===== config.mk =====
export PLATFORM = sky130hd
export DESIGN_NAME = mult_rr_sched
export DESIGN_NICKNAME = d
export VERILOG_FILES = /design/src/rtl/mult_rr_sched.sv
export SDC_FILE = /design/constraint.sdc
export NUM_CORES = 1
export LEC_CHECK = 0
export ABC_AREA = 1
export CAP_MARGIN = 10
export CORE_AREA = 2 2 511 513
export CTS_CLUSTER_SIZE = 16
export DETAILED_ROUTE_END_ITERATION = 7
export DIE_AREA = 0 0 513 515
export GPL_ROUTABILITY_DRIVEN = 0
export SLEW_MARGIN = 20
export SYNTH_ARGS = -nofsm -noshare
export SYNTH_HDL_FRONTEND = slang
export SYNTH_SLANG_ARGS = --single-unit
export TNS_END_PERCENT = 10

===== constraint.sdc =====
create_clock -name clk -period 3.95 [get_ports clk]
set_input_delay 0.5925 -clock clk [delete_from_list [all_inputs] [get_ports clk]]
set_output_delay 0.5925 -clock clk [all_outputs]
set_load 0.05 [all_outputs]

===== src/rtl/mult_rr_sched.sv =====
// Round-robin front end for one shared registered 64x64 multiplier; tracks in-flight ops by requester.
// Optional statistics counters are enabled with `define MULT_RR_SCHED_STATS_EN.
module mult_rr_sched #(
    parameter int NREQ     = 4,
    parameter int MULT_LAT = 1,
    parameter int IDW      = $clog2(NREQ)
) (
    input  logic                 clk,
    input  logic                 rst,
    input  logic [NREQ-1:0]      req_valid,
    output logic [NREQ-1:0]      req_ready,
    input  logic [NREQ*64-1:0]   req_a,
    input  logic [NREQ*64-1:0]   req_b,
    output logic [NREQ-1:0]      resp_valid,
    input  logic [NREQ-1:0]      resp_ready,
    output logic [NREQ*128-1:0]  resp_c,
    output logic [63:0]          mul_a,
    output logic [63:0]          mul_b,
    input  logic [127:0]         mul_c
`ifdef MULT_RR_SCHED_STATS_EN
    ,
    output logic [31:0]          op_count,
    output logic [31:0]          stall_count
`endif
);

    logic [IDW-1:0]               ptr_q, ptr_d;
    logic [MULT_LAT-1:0]          stg_vld_q, stg_vld_d;
    logic [MULT_LAT-1:0][IDW-1:0] stg_id_q, stg_id_d;
    logic [NREQ-1:0]              resp_valid_q, resp_valid_d;
    logic [NREQ*128-1:0]          resp_c_q, resp_c_d;

    logic [NREQ-1:0]   busy;
    logic [NREQ-1:0]   elig;
    logic [2*NREQ-1:0] elig_dbl;
    logic [NREQ-1:0]   elig_rot;
    logic [IDW:0]      gnt_off;
    logic [IDW:0]      gnt_sum;
    logic              gnt_vld;
    logic [IDW-1:0]    gnt_id;

    // A requester with an op anywhere in the pipeline is blocked until its result lands.
    always_comb begin
        busy = '0;
        for (int s = 0; s < MULT_LAT; s++) begin
            for (int i = 0; i < NREQ; i++) begin
                if (stg_vld_q[s] && (stg_id_q[s] == IDW'(i))) begin
                    busy[i] = 1'b1;
                end
            end
        end
    end

    assign elig = req_valid & ~busy & (~resp_valid_q | resp_ready) & {NREQ{~rst}};

    // Rotate so bit 0 is the pointer position, pick the first set bit, then rotate back.
    always_comb begin
        elig_dbl = {elig, elig} >> ptr_q;
        elig_rot = elig_dbl[NREQ-1:0];
        gnt_vld  = 1'b0;
        gnt_off  = '0;
        for (int i = NREQ - 1; i >= 0; i--) begin
            if (elig_rot[i]) begin
                gnt_vld = 1'b1;
                gnt_off = (IDW+1)'(i);
            end
        end
        gnt_sum = {1'b0, ptr_q} + gnt_off;
        if (gnt_sum >= (IDW+1)'(NREQ)) begin
            gnt_sum = gnt_sum - (IDW+1)'(NREQ);
        end
        gnt_id = gnt_sum[IDW-1:0];
    end

    always_comb begin
        req_ready = '0;
        mul_a     = '0;
        mul_b     = '0;
        for (int i = 0; i < NREQ; i++) begin
            if (gnt_vld && (gnt_id == IDW'(i))) begin
                req_ready[i] = 1'b1;
                mul_a        = req_a[64*i +: 64];
                mul_b        = req_b[64*i +: 64];
            end
        end
    end

    always_comb begin
        ptr_d = ptr_q;
        if (gnt_vld) begin
            ptr_d = (gnt_id == IDW'(NREQ - 1)) ? '0 : gnt_id + 1'b1;
        end

        stg_vld_d    = stg_vld_q;
        stg_id_d     = stg_id_q;
        stg_vld_d[0] = gnt_vld;
        stg_id_d[0]  = gnt_id;
        for (int s = 1; s < MULT_LAT; s++) begin
            stg_vld_d[s] = stg_vld_q[s-1];
            stg_id_d[s]  = stg_id_q[s-1];
        end
    end

    // A capture at the same edge as a consume keeps the slot valid with the new product.
    always_comb begin
        resp_valid_d = resp_valid_q & ~resp_ready;
        resp_c_d     = resp_c_q;
        for (int i = 0; i < NREQ; i++) begin
            if (stg_vld_q[MULT_LAT-1] && (stg_id_q[MULT_LAT-1] == IDW'(i))) begin
                resp_valid_d[i]         = 1'b1;
                resp_c_d[128*i +: 128]  = mul_c;
            end
        end
    end

    always_ff @(posedge clk) begin
        if (rst) begin
            ptr_q        <= '0;
            stg_vld_q    <= '0;
            stg_id_q     <= '0;
            resp_valid_q <= '0;
            resp_c_q     <= '0;
        end else begin
            ptr_q        <= ptr_d;
            stg_vld_q    <= stg_vld_d;
            stg_id_q     <= stg_id_d;
            resp_valid_q <= resp_valid_d;
            resp_c_q     <= resp_c_d;
        end
    end

    assign resp_valid = resp_valid_q;
    assign resp_c     = resp_c_q;

`ifdef MULT_RR_SCHED_STATS_EN
    logic [31:0] op_count_q, op_count_d;
    logic [31:0] stall_count_q, stall_count_d;

    always_comb begin
        op_count_d    = op_count_q;
        stall_count_d = stall_count_q;
        if (gnt_vld && (op_count_q != 32'hFFFF_FFFF)) begin
            op_count_d = op_count_q + 32'd1;
        end
        if ((|req_valid) && !gnt_vld && (stall_count_q != 32'hFFFF_FFFF)) begin
            stall_count_d = stall_count_q + 32'd1;
        end
    end

    always_ff @(posedge clk) begin
        if (rst) begin
            op_count_q    <= '0;
            stall_count_q <= '0;
        end else begin
            op_count_q    <= op_count_d;
            stall_count_q <= stall_count_d;
        end
    end

    assign op_count    = op_count_q;
    assign stall_count = stall_count_q;
`endif

endmodule


-- After elaboration in Yosys (flattened, before gate mapping)
Cells that the tools add are included.
- output and inout bits: 648
- memories: 0
- flip-flop bits (word level): 521
- memory bits (writable): 0
- memory bits (read-only): 0
- latch bits: 0
- bits of input ports: 650
- equality and inequality tests: 6
- add/sub/neg operators: 3
- order comparisons: 1
- reduce and logical (&&, ||, !) cells: 10
- divide/modulo/power cells: 0
- bitwise operators: 9
- multiply operators: 0
- shifts and indexed selects: 1
- multiplexer cells: 30
- operators with widths (operator ; number):
    $mux 64 ; 8
    $and 4x4->4 ; 4
    $mux 1 ; 16
    $not 4->4 ; 3
    $mux 3 ; 3
    $eq 2x2->1 const B ; 4
    $logic_and 1x1->1 ; 8
    $shr 8x2->4 ; 1
    $mux 2 ; 3
    $eq 2x1->1 const B ; 2
    $logic_not 2->1 ; 2
    $or 4x4->4 ; 1
    $add 2x3->3 ; 1
    $ge 3x3->1 const B ; 1
    $add 2x1->2 const B ; 1
    $sub 2x1->2 const B ; 1
    $not 1->1 ; 1

-- Depth between registers and ports, before layout
Gate-level depths: netlist of the first run.
- word-level depth: 21
- mapped depth: 24
- depth with buffers taken out: 20

-- Worst setup path before layout of the first run
OpenSTA, ideal clock, no wires.
- path kind: input to output
- start point: in rst
- end point: out req_ready[1]
- stages on the path: 20
- required time: 3357 ps
- data arrival time: 3550 ps
- path buffers: 4
- setup slack: -193 ps
- cell sequence: buf_2 nor2_1 nand3_2 nand2_1 nand3_1 nand2_1 inv_1 a21oi_1 nor2_1 ha_1 xor2_1 nand3b_1 nand2_1 inv_1 ha_1 clkbuf_1 clkbuf_1 buf_1 inv_1 nor2_1
- longest elaborated chain between the ends: 13
- RTL lines (what ; line ; RTL):
    start: declaration ; 9 ; input logic rst,
    $not 1->1 (*) ; 54 ; assign elig = req_valid & ~busy & (~resp_valid_q | resp_ready) & {NREQ{~rst}};
    $and 4x4->4 (*) ; 54 ;
    $shr 8x2->4 (*) ; 58 ; elig_dbl = {elig, elig} >> ptr_q;
    $mux 2 ; 63 ; if (elig_rot[i]) begin
    $mux 3 (2 in a row) ; 63 ;
    $mux 3 (*) ; 63 ;
    $add 2x3->3 (*) ; 68 ; gnt_sum = {1'b0, ptr_q} + gnt_off;
    $ge 3x3->1 or $sub 2x1->2 (tied branches) ; 69, 70 ;
    $mux 2 (*) ; 69 ; if (gnt_sum >= (IDW+1)'(NREQ)) begin
    net gnt_sum[1] ; 38 ; logic [IDW:0] gnt_sum;
    $eq 2x1->1 (*) ; 80 ; if (gnt_vld && (gnt_id == IDW'(i))) begin
    $logic_and 1x1->1 (*) ; 80 ;
    $mux 1 (*) ; 80 ;
    end: declaration ; 11 ; output logic [NREQ-1:0] req_ready,
Mark *: on every way through the listed nets, which the timed path passes. The rest lies on a longest branch.

-- Final worst setup path of the first run
- start point: in resp_ready[1]
- end point: out mul_b[27]
- longest elaborated chain between the ends: 17
- RTL lines (what ; line ; RTL):
    start: declaration ; 15 ; input logic [NREQ-1:0] resp_ready,
    $or 4x4->4 (*) ; 54 ;
    $and 4x4->4 (*) (2 in a row) ; 54 ;
    $shr 8x2->4 (*) ; 58 ;
    $mux 2 ; 63 ;
    $mux 3 (2 in a row) ; 63 ;
    $mux 3 (*) ; 63 ;
    $add 2x3->3 (*) ; 68 ;
    $ge 3x3->1 or $sub 2x1->2 (tied branches) ; 69, 70 ;
    $mux 2 (*) ; 69 ;
    net gnt_sum[1] ; 38 ;
    $logic_not 2->1 ; 80 ;
    $logic_and 1x1->1 ; 80 ;
    $mux 64 (3 in a row) ; 80 ;
    $mux 64 (*) ; 80 ;
    end: declaration ; 18 ; output logic [63:0] mul_b,
Marks and branches as above.

==> results of run 1 <==
-- metrics by stage --
stage	setup WS, ns	instances	instance area (um2)
after detailed placement	-0.938	8608	44900
after CTS	-0.659	8732	47900
after floorplan	-0.0327	4030	25600
final	-0.506	8765	48600
after global placement	-0.963	8608	44900
after global routing	-0.724	8757	48600
-- cell usage after synthesis --
| cell type | instances | area [um2] |
|---|---|---|
| nand2_1 | 1430 | 5370 |
| nand3_1 | 523 | 2620 |
| dfxtp_1 | 521 | 10400 |
| a21oi_1 | 518 | 2590 |
| inv_1 | 345 | 1290 |
| clkbuf_1 | 240 | 901 |
| nor2_1 | 140 | 526 |
| nand4_1 | 128 | 801 |
| buf_2 | 70 | 350 |
| clkinv_1 | 60 | 225 |
| buf_1 | 16 | 60.1 |
| buf_6 | 13 | 146 |
| buf_4 | 5 | 37.5 |
| ha_1 | 5 | 62.6 |
| nand3_2 | 4 | 40.0 |
| inv_2 | 3 | 11.3 |
| nand2_2 | 3 | 18.8 |
| nor2_2 | 2 | 12.5 |
| nand3b_1 | 1 | 7.51 |
| nor2_4 | 1 | 11.3 |
| nor3_2 | 1 | 10.0 |
| xor2_1 | 1 | 8.76 |
-- kinds of logic (layout without fill, tap and decap cells) --
group                      count (synthesis)  count (layout)  synth area share
AOI/OAI and AO/OA                        518             518             0.102
xor gates and xnor gates                   1               1          0.000343
adders and majority gates                  5               5           0.00245
buffers and inverters                    752            2064             0.119
DFF                                      521             521             0.409
other                                      0              21                 0
and+or+nand+nor                         2233            2233             0.369
-- cells in the final DEF, fill, tap and decap left out, types with 27 or more instances in the layout --
cell             count
a21oi_1            517
buf_12             177
buf_4              159
buf_6               27
clkbuf_16           58
clkdlybuf4s50_1   1157
clkinv_1            60
dfxtp_1            518
inv_1              335
nand2_1           1267
nand2_2            157
nand3_1            470
nand3_2             49
nand4_1            128
nor2_1             105
-- layer usage --
| metal | wire, um | vias up | track usage |
|---|---|---|---|
| met2 | 93900 | 1512 | 0.243 |
| met5 | 126 | - | 0 |
| met3 | 14300 | 369 | 0.0347 |
| met4 | 11600 | 18 | 0.0685 |
| li1 | - | 15300 | - |
| met1 | 70800 | 15100 | 0.148 |
-- registers in the layout, indices dropped and copies added, names as in the netlist --
name,flops
ptr_q,2
resp_c,512
resp_valid,4
stg_id_q,2
stg_vld_q,1
-- what timing repair did --
action / CTS / global route
gates cloned: 7 / 2
endpoints found under the setup margin: 132 / 132
setup buffers: 15 / 12
pin swaps: 25 / 33
endpoints found under the hold margin: 0 / 0
resized for setup: 204 / 158
-- area by class of cell --
class | instances | area [um2] | share of cell area
flip-flops and latches | 521 | 10400 | 0.215
inverters | 408 | 1560 | 0.0321
clock buffers | 78 | 1600 | 0.0330
well taps | 3402 | 4260 | 0.0876
clock inverters | 24 | 309 | 0.00636
multi-input cells | 2757 | 13100 | 0.269
diodes | 21 | 52.6 | 0.00108
repair buffers | 1554 | 17300 | 0.356
-- path summary, 6_finish.rpt --
path,to,slack [ns],cells past startpoint
worst min register to register,resp_c[245],0.46,2
worst min-delay path,resp_c[108],0.19,2
worst max-delay path,mul_b[27],-0.51,26
worst max register to register,resp_c[435],1.12,6
==> flow_metrics.py, run 1 <==
metrics = {
    "min_path": {
        "holdCritStartpoint": "rst",
        "hold_class": "in -> reg",
    },
    "clocking": {
        "cts_buffer_depth": 3,
        "cts_tree": "built",
        "numCtsBuffers": 55,
        "cts_hold_buf": 0,
        "clock_latency_ns": 0.66,
        "root_buffer": "clkbuf_16",
        "cts-htree-levels": 2,
        "path_clk_slew_ns": 0.07,
        "cts_sinks": 521,
    },
    "synthesis": {
        "synth_nets": 4685,
        "ys_warn_count": 0,
        "synth_area_per_cell_um2": 6.34,
        "syn_area_um2": 25500,
        "synth_cell_types": 22,
        "synth_seq_cells": 521,
        "postSynthCellCount": 4030,
        "synth_seq_area_share": 0.409,
    },
    "critical_path": {
        "max_stage_delay_ns": 0.46,
        "arrival_ns": 3.86,
        "critical_path_class": "in -> out",
        "cp.required_ns": 3.36,
        "crit_slowest_cell": "clkdlybuf4s50_1",
        "crit_path_frequent_cell": "nand2_2",
        "critPathTopFamily": "buffers and inverters",
        "startpoint_type": "primary input",
        "r2r_start": "stg_id_q[1]",
        "crit_path_max_fanout": 6,
        "end_kind": "output port",
        "worstSetupStartpoint": "resp_ready[1]",
        "crit_buf_inv": 9,
    },
    "detailed_routing": {
        "drcViolationCount": 0,
        "wl_per_cell_um": 21.8,
        "dr.pass1.iters": 5,
        "drt-total-wl_um": 191000,
        "drt_iter0_drc": 2273,
        "vias_per_cell": 3.69,
        "drtAntennaViolNets": 0,
        "detailroute.via_count": 32300,
    },
    "timing": {
        "drv_slew": 0,
        "fin_tns_setup_ns": -53.89,
        "clock_skew_ns": 0.0267,
        "finalSetupViolCount": 132,
        "worst_pin_slew_ns": 1.17,
        "slew_headroom": 0.217,
        "rsz0062_at_grt": "yes",
        "fmax_mhz": 224,
        "period_minus_slack_ns": 4.46,
        "fin_ws_ns": -0.506,
        "holdWs_ns": 0.194,
        "hold_viol_final": 0,
        "finalCritPeriodShare": 1.13,
    },
    "cells_and_area": {
        "finalNetCount": 5952,
        "fillers": 29200,
        "fin_util": 0.188,
        "syn_to_final_growth_pct": 90.4,
        "drive_gt1_frac": 0.144,
    },
    "global_routing": {
        "grt_overflow_total": 0,
        "antenna_found_initial": 83,
        "grt_use_total": 0.136,
        "first_global_vias": 30400,
        "grt_first_pass_wirelength_um": 253000,
        "grt_max_degree": 139,
    },
    "floorplan": {
        "boundaryPins": 1298,
        "floorplan.die_area_um2": 264000,
        "dieWidth_um": 513,
        "die_h_um": 515,
        "rows": 187,
        "core-area_um2": 259000,
        "start_util": 0.0988,
    },
    "status": {
        "status": "finished with violations",
        "violations": "negative setup slack",
    },
    "placement": {
        "hpwl_um": 152000,
        "portBuffers": 1297,
    },
    "run": {
        "cap_violations": 0,
    },
}
Power of run 1 is left out: the tool's default activity adds up to more than one toggle a clock period on the data nets, which glitch-free logic cannot reach.
==> inputs of run 2 (changes only) <==
--- a/config.mk
+++ b/config.mk
@@ -12,6 +12,7 @@
 export DETAILED_ROUTE_END_ITERATION = 7
 export DIE_AREA = 0 0 513 515
 export GPL_ROUTABILITY_DRIVEN = 0
+export GPL_TIMING_DRIVEN = 0
 export SLEW_MARGIN = 20
 export SYNTH_ARGS = -nofsm -noshare
 export SYNTH_HDL_FRONTEND = slang
==> run 2 against run 1 <==
  * Core utilization shrank 0.38 points
  * Non-clock buffer count grew 119
  * Final area shrank 2.0%
  * Worst setup slack lost 0.25 ns
  * Register-to-register slack gained 0.17 ns
  * Hold slack gained 0.27 ns
  * The flow still finishes with violations (negative setup slack)
  * Critical path depth shrank 1
  * Sequential share of layout area grew 0.43 points
  * Count of clock-buffer cells in the layout shrank 2
  * Die area is the same
==> flow_metrics.py, run 2 (synthesis gave the netlist of run 1 again) <==
metrics = {
    "status": {
        "status": "finished with violations",
        "violations": "negative setup slack",
    },
    "cells_and_area": {
        "fin_util": 0.184,
        "ff_latch_area_um2": 10400,
        "drive_gt1_frac": 0.125,
        "fillers": 29500,
        "finalNetCount": 6070,
        "largest_register_ffs": 512,
        "multi_input_area_um2": 13500,
        "syn_to_final_growth_pct": 86.5,
        "layout_commonest_cell": "nand2_1",
        "final_cell_mix": "1,341 x nand2_1, 1,163 x clkdlybuf4s50_1, 518 x dfxtp_1, 517 x a21oi_1, 421 x nand3_1",
        "stdcell_area_um2": 47600,
    },
    "clocking": {
        "root_buffer": "clkbuf_16",
        "cts_hold_buf": 0,
        "cts_buffer_depth": 3,
        "cts_sinks": 521,
        "clock_latency_ns": 0.65,
        "cts_tree": "built",
        "numCtsBuffers": 54,
        "path_clk_slew_ns": 0.06,
        "cts-htree-levels": 2,
    },
    "critical_path": {
        "crit_path_frequent_cell": "nand2_2",
        "reg2reg_slack_ns": 1.29,
        "crit_path_max_fanout": 10,
        "cp.required_ns": 3.36,
        "critical_path_class": "in -> out",
        "crit_slowest_cell": "dlygate4sd2_1",
        "startpoint_type": "primary input",
        "end_kind": "output port",
        "max_stage_delay_ns": 0.30,
        "arrival_ns": 4.11,
    },
    "floorplan": {
        "rows": 187,
        "dieWidth_um": 513,
        "boundaryPins": 1298,
        "die_h_um": 515,
        "floorplan.die_area_um2": 264000,
        "core-area_um2": 259000,
        "start_util": 0.0988,
    },
    "timing": {
        "drv_slew": 0,
        "holdWs_ns": 0.464,
        "period_minus_slack_ns": 4.70,
        "worst_pin_slew_ns": 1.18,
        "fmax_mhz": 213,
        "hold_viol_final": 0,
        "rsz0062_at_grt": "yes",
        "fin_ws_ns": -0.752,
        "clock_skew_ns": 0.0272,
        "slew_headroom": 0.211,
        "finalSetupViolCount": 132,
        "finalCritPeriodShare": 1.19,
    },
    "placement": {
        "portBuffers": 1297,
        "placed_area_um2": 43100,
        "dpl_worst_slack_ns": -4.19,
        "hpwl_um": 190000,
    },
    "run": {
        "cap_violations": 0,
    },
    "global_routing": {
        "grt_use_total": 0.163,
        "grt_overflow_total": 0,
        "grt_max_degree": 15,
        "antenna_found_initial": 69,
        "grt_first_pass_wirelength_um": 289000,
        "first_global_vias": 31700,
    },
    "detailed_routing": {
        "drcViolationCount": 0,
        "vias_per_cell": 3.81,
        "detailroute.via_count": 33800,
        "drtAntennaViolNets": 0,
        "wl_per_cell_um": 25.6,
        "drt_iter0_drc": 2510,
        "drt-total-wl_um": 228000,
        "dr.pass1.iters": 6,
    },
    "min_path": {
        "hold_class": "reg -> reg",
    },
}
run 2: changes by cell type in the layout (fill, tap and decap cells not counted), sizes merged, moves of 3 or more:
cell           previous run  this run
bufinv                    5         2
bufbuf                    4         0
clkinvlp                  1         5
buf                     387       269
dlymetal6s2s              4         1
clkbuf                   80       314
clkdlybuf4s50          1157      1163
clkinv                   73        66
run 2: critical path: cells and delay by family:
kind	cells	cell delay, ns
simple gates	13	1.51
buf+inv	8	1.35
fa+ha+maj	2	0.34
xor+xnor	1	0.15
compound gates	1	0.10
run 2: path summary, 6_finish.rpt:
path	from	to	cells past startpoint
min reg2reg	resp_c[213]	resp_c[213]	2
max	rst	mul_b[53]	25
min	resp_c[213]	resp_c[213]	2
max reg2reg	stg_id_q[1]	resp_c[220]	10
run 2: final cells by class:
type                       instances  area share
timing repair buffer            1330       0.290
clock buffer                      76      0.0329
multi-input combinational       2757       0.284
clock inverter                    19     0.00428
tap                             3402      0.0894
inverter                         408      0.0326
antenna                           21     0.00110
sequential                       521       0.219
buffer                           343      0.0466
run 2: through the flow:
step | setup TNS, ns | instances
3_3_place_gp | -480.39 | 8729
2_1_floorplan | -1.93 | 4030
6_report | -75.40 | 8877
3_5_place_dp | -397.14 | 8739
5_1_grt | -104.21 | 8871
4_1_cts | -103.03 | 8850
run 2: repair_timing:
| action | 4_1_cts | 5_1_grt |
|---|---|---|
| setup endpoints to repair | 132 | 132 |
| pin swaps | 35 | 62 |
| setup buffers | 12 | 3 |
| gates cloned | 4 | 4 |
| gates resized for setup | 1089 | 507 |
run 2: layer usage:
layer	up-vias	wire [um]	global-route usage
met5	-	151	0
met4	22	18300	0.106
met3	483	19900	0.0441
met2	1955	112000	0.293
met1	15700	76900	0.165
li1	15600	-	-
Power of run 2 is left out for the same reason.
